<file path="src/rtl/mux_arbiter.sv">
// Two-requester burst arbiter: owns the select of a shared 2:1 mux and holds a grant for a whole burst.
// Optional feature: define MUX_ARB_ROUND_ROBIN_EN for round-robin contention (default is fixed priority, A wins).
module mux_arbiter #(
  parameter int DATA_W    = 8,
  parameter int MAX_BEATS = 16
) (
  input  logic              i_clk,
  input  logic              i_reset,
  input  logic              i_req_a,
  input  logic [DATA_W-1:0] i_data_a,
  input  logic              i_last_a,
  output logic              o_gnt_a,
  input  logic              i_req_b,
  input  logic [DATA_W-1:0] i_data_b,
  input  logic              i_last_b,
  output logic              o_gnt_b,
  output logic              o_sel,
  output logic              o_valid,
  output logic [DATA_W-1:0] o_data,
  output logic              o_last,
  input  logic              i_ready
);

  localparam int CNT_W = $clog2(MAX_BEATS + 1);
  localparam logic [CNT_W-1:0] CNT_MAX = CNT_W'(MAX_BEATS);

  typedef enum logic [1:0] {IDLE, OWN_A, OWN_B} state_t;

  state_t           state, state_nxt;
  logic [CNT_W-1:0] cnt, cnt_nxt;
  logic             last_owner, last_owner_nxt;
  logic             prefer_b;
  state_t           winner;

  // Contention tie-break. From IDLE the stored pointer decides; on a release the
  // releasing owner is the new pointer, so the other requester is preferred.
  always_comb begin
`ifdef MUX_ARB_ROUND_ROBIN_EN
    prefer_b = (state == IDLE) ? ~last_owner : (state == OWN_A);
`else
    prefer_b = 1'b0;
`endif
    if (i_req_a && (!i_req_b || !prefer_b)) winner = OWN_A;
    else if (i_req_b)                       winner = OWN_B;
    else                                    winner = IDLE;
  end

  // NOTE: every signal driven here gets a default first so no path can infer a latch.
  always_comb begin
    state_nxt      = state;
    cnt_nxt        = cnt;
    last_owner_nxt = last_owner;
    o_valid        = 1'b0;
    o_data         = '0;
    o_last         = 1'b0;
    o_gnt_a        = 1'b0;
    o_gnt_b        = 1'b0;

    case (state)
      IDLE: begin
        state_nxt = winner;
        cnt_nxt   = '0;
      end
      OWN_A: begin
        o_valid = i_req_a;
        o_data  = i_data_a;
        o_last  = i_last_a;
        o_gnt_a = i_req_a & i_ready;
      end
      OWN_B: begin
        o_valid = i_req_b;
        o_data  = i_data_b;
        o_last  = i_last_b;
        o_gnt_b = i_req_b & i_ready;
      end
      default: state_nxt = IDLE;
    endcase

    // Accepted beat: count it, and release on last or on reaching the beat limit.
    if (o_gnt_a || o_gnt_b) begin
      cnt_nxt = cnt + 1'b1;
      if (o_last || (cnt_nxt == CNT_MAX)) begin
        last_owner_nxt = (state == OWN_B);
        state_nxt      = winner;
        cnt_nxt        = '0;
      end
    end
  end

  // NOTE: sequential state uses non-blocking assignments so all registers update together.
  always_ff @(posedge i_clk or posedge i_reset) begin
    if (i_reset) begin
      state      <= IDLE;
      cnt        <= '0;
      last_owner <= 1'b1;
    end else begin
      state      <= state_nxt;
      cnt        <= cnt_nxt;
      last_owner <= last_owner_nxt;
    end
  end

  assign o_sel = (state == OWN_B);

endmodule
</file>
<file path="config.mk">
export PLATFORM = sky130hd
export DESIGN_NAME = mux_arbiter
export DESIGN_NICKNAME = d
export VERILOG_FILES = /design/src/rtl/mux_arbiter.sv
export SDC_FILE = /design/constraint.sdc
export NUM_CORES = 1
export LEC_CHECK = 0
export ABC_AREA = 1
export BUFFER_PORTS_ARGS = -buffer_cell sky130_fd_sc_hd__clkbuf_2
export CAP_MARGIN = 10
export CORE_MARGIN = 3
export CORE_UTILIZATION = 38
export CTS_BUF_LIST = sky130_fd_sc_hd__clkbuf_8 sky130_fd_sc_hd__clkbuf_16
export DETAILED_ROUTE_END_ITERATION = 8
export GPL_ROUTABILITY_DRIVEN = 0
export PLACE_DENSITY = 0.73
export SLEW_MARGIN = 20
export SYNTH_ARGS = -nofsm -noshare
export SYNTH_HDL_FRONTEND = slang
export SYNTH_SLANG_ARGS = --single-unit
</file>
<file path="constraint.sdc">
create_clock -name i_clk -period 1.3 [get_ports i_clk]
set_input_delay 0.13 -clock i_clk [delete_from_list [all_inputs] [get_ports i_clk]]
set_output_delay 0.13 -clock i_clk [all_outputs]
set_load 0.02 [all_outputs]
</file>
; Word level (Yosys, flattened, before mapping)
; Cells that the tools add are included.
[classes]
add_sub_neg = 1
div_mod_pow = 0
n_lt_le_gt_ge = 0
reduce_logical = 5
muxes = 13
eq_ne = 3
shifts = 0
n_bitwise = 2
multipliers = 0
[op_table]
columns = operator, count
row1 = $pmux 8 s2, 1
row2 = $mux 5, 3
row3 = $mux 2, 4
row4 = $add 5x1->5 const B, 1
row5 = $eq 5x5->1 const B, 1
row6 = $pmux 1 s2, 2
row7 = $pmux 2 s2, 1
row8 = $and 1x1->1, 2
row9 = $eq 2x1->1 const B, 1
row10 = $eq 2x2->1 const B, 1
row11 = $logic_not 2->1, 1
row12 = $logic_or 1x1->1, 2
row13 = $mux 1, 2
row14 = $reduce_bool 2->1, 1
row15 = $reduce_or 2->1, 1
[totals]
mem_bits_ro = 0
mem_bits_rw = 0
n_memories = 0
word_cells = 26
reg_bits = 7
latch_bits = 0

; Depth between registers and ports, before layout
[depth]
depth_word = 5
mapped_depth = 10

; Least setup slack after synthesis
; Ideal clock, no wire load.
[synth_path]
path_kind = reg-to-reg
start = reg state[0]
end = reg state[0]
required_time_ns = 1.183
path_stages_with_launch = 11
path_slack_ns = -0.210
period_less_slack_ns = 1.510
arrival_time_ns = 1.393
path_cell_list = dfrtp_1 inv_1 ha_1 buf_4 nand2_1 nand2_1 nand2_1 nand2_4 nand2_2 nand2_1 nand2_1
[synth_via]
elab_chain_len = 5
word_cells_on_any_way = 12
classes_between = 2 x eq/ne / 6 x mux / 4 x reduce/logical
[synth_lines]
columns = element, line
row1 = from (decl), 29  ; state_t state, state_nxt;
row2 = from (signal assigned), 97  ; state <= state_nxt;
row3 = $eq 2x2->1 (*), --
row4 = via o_sel, 17  ; output logic o_sel,
row5 = $reduce_or 2->1 (no line) or $pmux 1 s2 (tied branches), --
row6 = $pmux 2 s2 or $logic_or 1x1->1 (tied branches), "59, 82"
row7 = $mux 2, 82  ; if (o_last || (cnt_nxt == CNT_MAX)) begin
row8 = $mux 2 (*), 80  ; if (o_gnt_a || o_gnt_b) begin
row9 = via state_nxt[0], 29
; The timed path passes the listed nets; every way through them passes the cells marked *.
; A chain may end at the register's enable or synchronous reset.

; Worst setup path after layout
[layout_path]
start = reg state[1]
end = out o_last
[layout_via]
elab_chain_len = 2
word_cells_on_any_way = 3
classes_between = 2 x eq/ne / 1 x mux
[layout_lines]
columns = element, line
row1 = $eq 2x2->1 or $eq 2x1->1 (tied branches), 59  ; case (state)
row2 = $pmux 1 s2 (*), 59
row3 = to (decl), 20  ; output logic o_last,
; Every way passes the cells marked *; elsewhere a longest branch is shown, timed or not.

==> summary.txt <==
Status
  – Status: complete, but fails checks
  – Failing checks: setup timing

Floorplan
  – Core area: 1540 um2
  – Initial Util: 0.412
  – # rows: 14
  – Die W: 46.9 um
  – Die Y: 46.9 um
  – DIE AREA: 2200 um2
  – IO Count: 36

Global routing
  – Total GRT Usage: 0.219
  – Largest net degree at the start of global routing: 12
  – Grt ovf: 0
  – Initial antenna violation count: 0
  – Vias in the first global route: 753
  – First-pass GRT wire length: 3360 um

Setup path
  – Worst EP required: 1.17 ns
  – Arrival @ worst endpoint: 1.45 ns
  – CP max FO: 3
  – Worst setup SP type: flop
  – Crit end category: primary output
  – Worst r2r src: state[1]
  – Setup CP Type: flop to primary output
  – Worst setup startpoint: state[1]

Power and ir drop
  – Final total power: 3330 uW
  – Worst vdd ir: 2000 uV
  – Cell Pwr Density: 2460 nW/um2
  – Leakage: 0.000654 uW

STA
  – Worst Skew: 0.00418 ns
  – Worst-margin pin slew: 0.274 ns
  – Worst setup margin: -0.280 ns
  – RSZ-0062 raised after global routing: yes
  – Min cycle time layout: 1.58 ns
  – Endpoints failing setup: 20
  – Hold Vio Cnt, Final: 0
  – Headroom to the max-slew limit: 0.817
  – Final Cycle Share: 1.22
  – Fmax: 633 MHz
  – Max-slew violations: 0

Clock tree
  – Clk_lat worst skew: 0.23 ns
  – Total CTS buffers: 3
  – CTS sink cnt: 7
  – CTS Root Cell: clkbuf_8
  – Clock Tree Buf Depth: 2
  – H-tree depth: 1
  – CTS tree: done
  – Worst-path clk slew: 0.04 ns

Yosys
  – Synth Instances: 99
  – Post-synth top area share: 0.276
  – Seq/Total Area, Yosys: 0.276
  – Mapped cell area: 634 um2
  – Synth unique cells: 16
  – Synth warn: 0
  – Flops & latches, synth: 7
  – Syn avg cell area: 6.41 um2
  – Area leader, netlist: dfrtp_1
  – Syn nets: 126
  – Area contributors post-synth: dfrtp_1, nand2_1, a21oi_1, inv_1, ha_1

Drt
  – Initial DRT Pass Iterations: 4
  – Routed via count: 908
  – Routed Antenna Nets: 0
  – DR DRC count: 0
  – DR vias/cell: 5.40
  – WL/cell: 16.5 um
  – DRT Wirelength: 2770 um
  – Drt initial violations: 37

Finish
  – Antenna Cells: 0
  – Fill cells: 82
  – Area Overhead vs Synth: 113%
  – Post-Route Utilization: 0.878
  – Fraction of layout cells with a size suffix above 1: 0.599
  – Post-layout nets: 180
  – Design area: 1350 um2

Worst hold path
  – Tightest Hold Check Type: input pin to flop
  – Hold_sp: i_req_a

Placement
  – DPL Wire Length: 1460 um
  – Port bufs: 35
  – Dpl cell area: 980 um2

Run
  – Maxcap violations: 0
[logic make-up (layout without fill, tap and decap cells)]
kind of cell / after synthesis / after routing / share of synthesized area
AND/OR/NAND/NOR: 55 / 55 / 0.391
flip-flops: 7 / 7 / 0.276
buffers and inverters: 17 / 70 / 0.118
AO/OA/AOI/OAI: 16 / 16 / 0.136
adder cells (fa/ha/maj): 4 / 4 / 0.0789
[layer usage]
| metal | vias up | routed length, um | global-route usage |
|---|---|---|---|
| li1 | 424 | - | - |
| met1 | 438 | 1050 | 0.249 |
| met2 | 38 | 1530 | 0.390 |
| met3 | 8 | 157 | 0.0575 |
| met4 | 0 | 31 | 0.0773 |
| met5 | - | 0 | 0 |
[layout by cell type (no fill, tap or decap), drive strengths merged]
master | synthesis | final
o22ai | 5 | 5
clkinv | 1 | 1
a21oi | 11 | 11
buf | 2 | 25
nand3 | 7 | 7
nand2 | 42 | 42
ha | 4 | 4
nor2 | 3 | 3
nand4 | 2 | 2
inv | 14 | 16
dlygate4sd3 | 0 | 1
clkbuf | 0 | 27
dfrtp | 7 | 7
or2 | 1 | 1
[cells in the mapped netlist (all sizes together)]
cell type,number
clkinv,1
dfrtp,7
o22ai,5
buf,2
or2,1
nand2,42
a21oi,11
nand4,2
ha,4
inv,14
nor2,3
nand3,7
[what timing repair did]
item                                    CTS  global route
gates cloned                              1             0
hold endpoints to repair                  7             0
gates resized for setup                  31            36
setup buffers                             5             3
pin swaps                                 4             8
hold buffers                              1             0
endpoints found under the setup margin   20            20
[where the power goes]
| group | internal (uW) | switching [uW] |
|---|---|---|
| Combinational | 1230 | 1480 |
| Sequential | 274 | 46.0 |
| Clock | 204 | 98.3 |
[stage by stage]
step	instances	setup WS, ns	hold slack [ns]	TNS, ns
6_report	168	-0.280	0.223	-4.44
5_1_grt	168	-0.314	0.259	-5.41
4_1_cts	165	-0.253	0.207	-2.98
3_5_place_dp	154	-0.175	0.0531	-2.54
3_3_place_gp	154	-0.128	0.0421	-1.84
2_1_floorplan	99	-0.00355	-0.0666	-0.00703
[state kept, by name, indices dropped and copies added, names as in the netlist]
register / count
cnt: 5
state: 2
[worst max-delay path: stages (launching register included)]
cell and delay [ns]:
dfrtp_1 0.38, inv_2 0.09, ha_4 0.37, buf_6 0.13, nand2_4 0.07, inv_2 0.08, buf_8 0.11
[final timing paths]
check | to | slack (ns) | cells past startpoint
setup / recovery | o_last | -0.28 | 6
hold / removal | state[0] | 0.22 | 3
setup reg to reg | cnt[2] | -0.26 | 7
hold reg to reg | cnt[4] | 0.62 | 2
max in group asynchronous | state[1] | 0.73 | 3
min in group asynchronous | cnt[4] | 0.36 | 3
[final cells by class]
cell class,count,area (um2),share of cell area
flip-flops and latches,7,175,0.129
clock buffers,3,41.3,0.0305
clock inverters,1,3.75,0.00277
multi-input cells,75,619,0.457
inverters,15,68.8,0.0508
repair buffers,50,414,0.306
well taps,16,20.0,0.0148
repair inverters,1,11.3,0.00832
No activity file was read; power rests on OpenSTA's default activity.
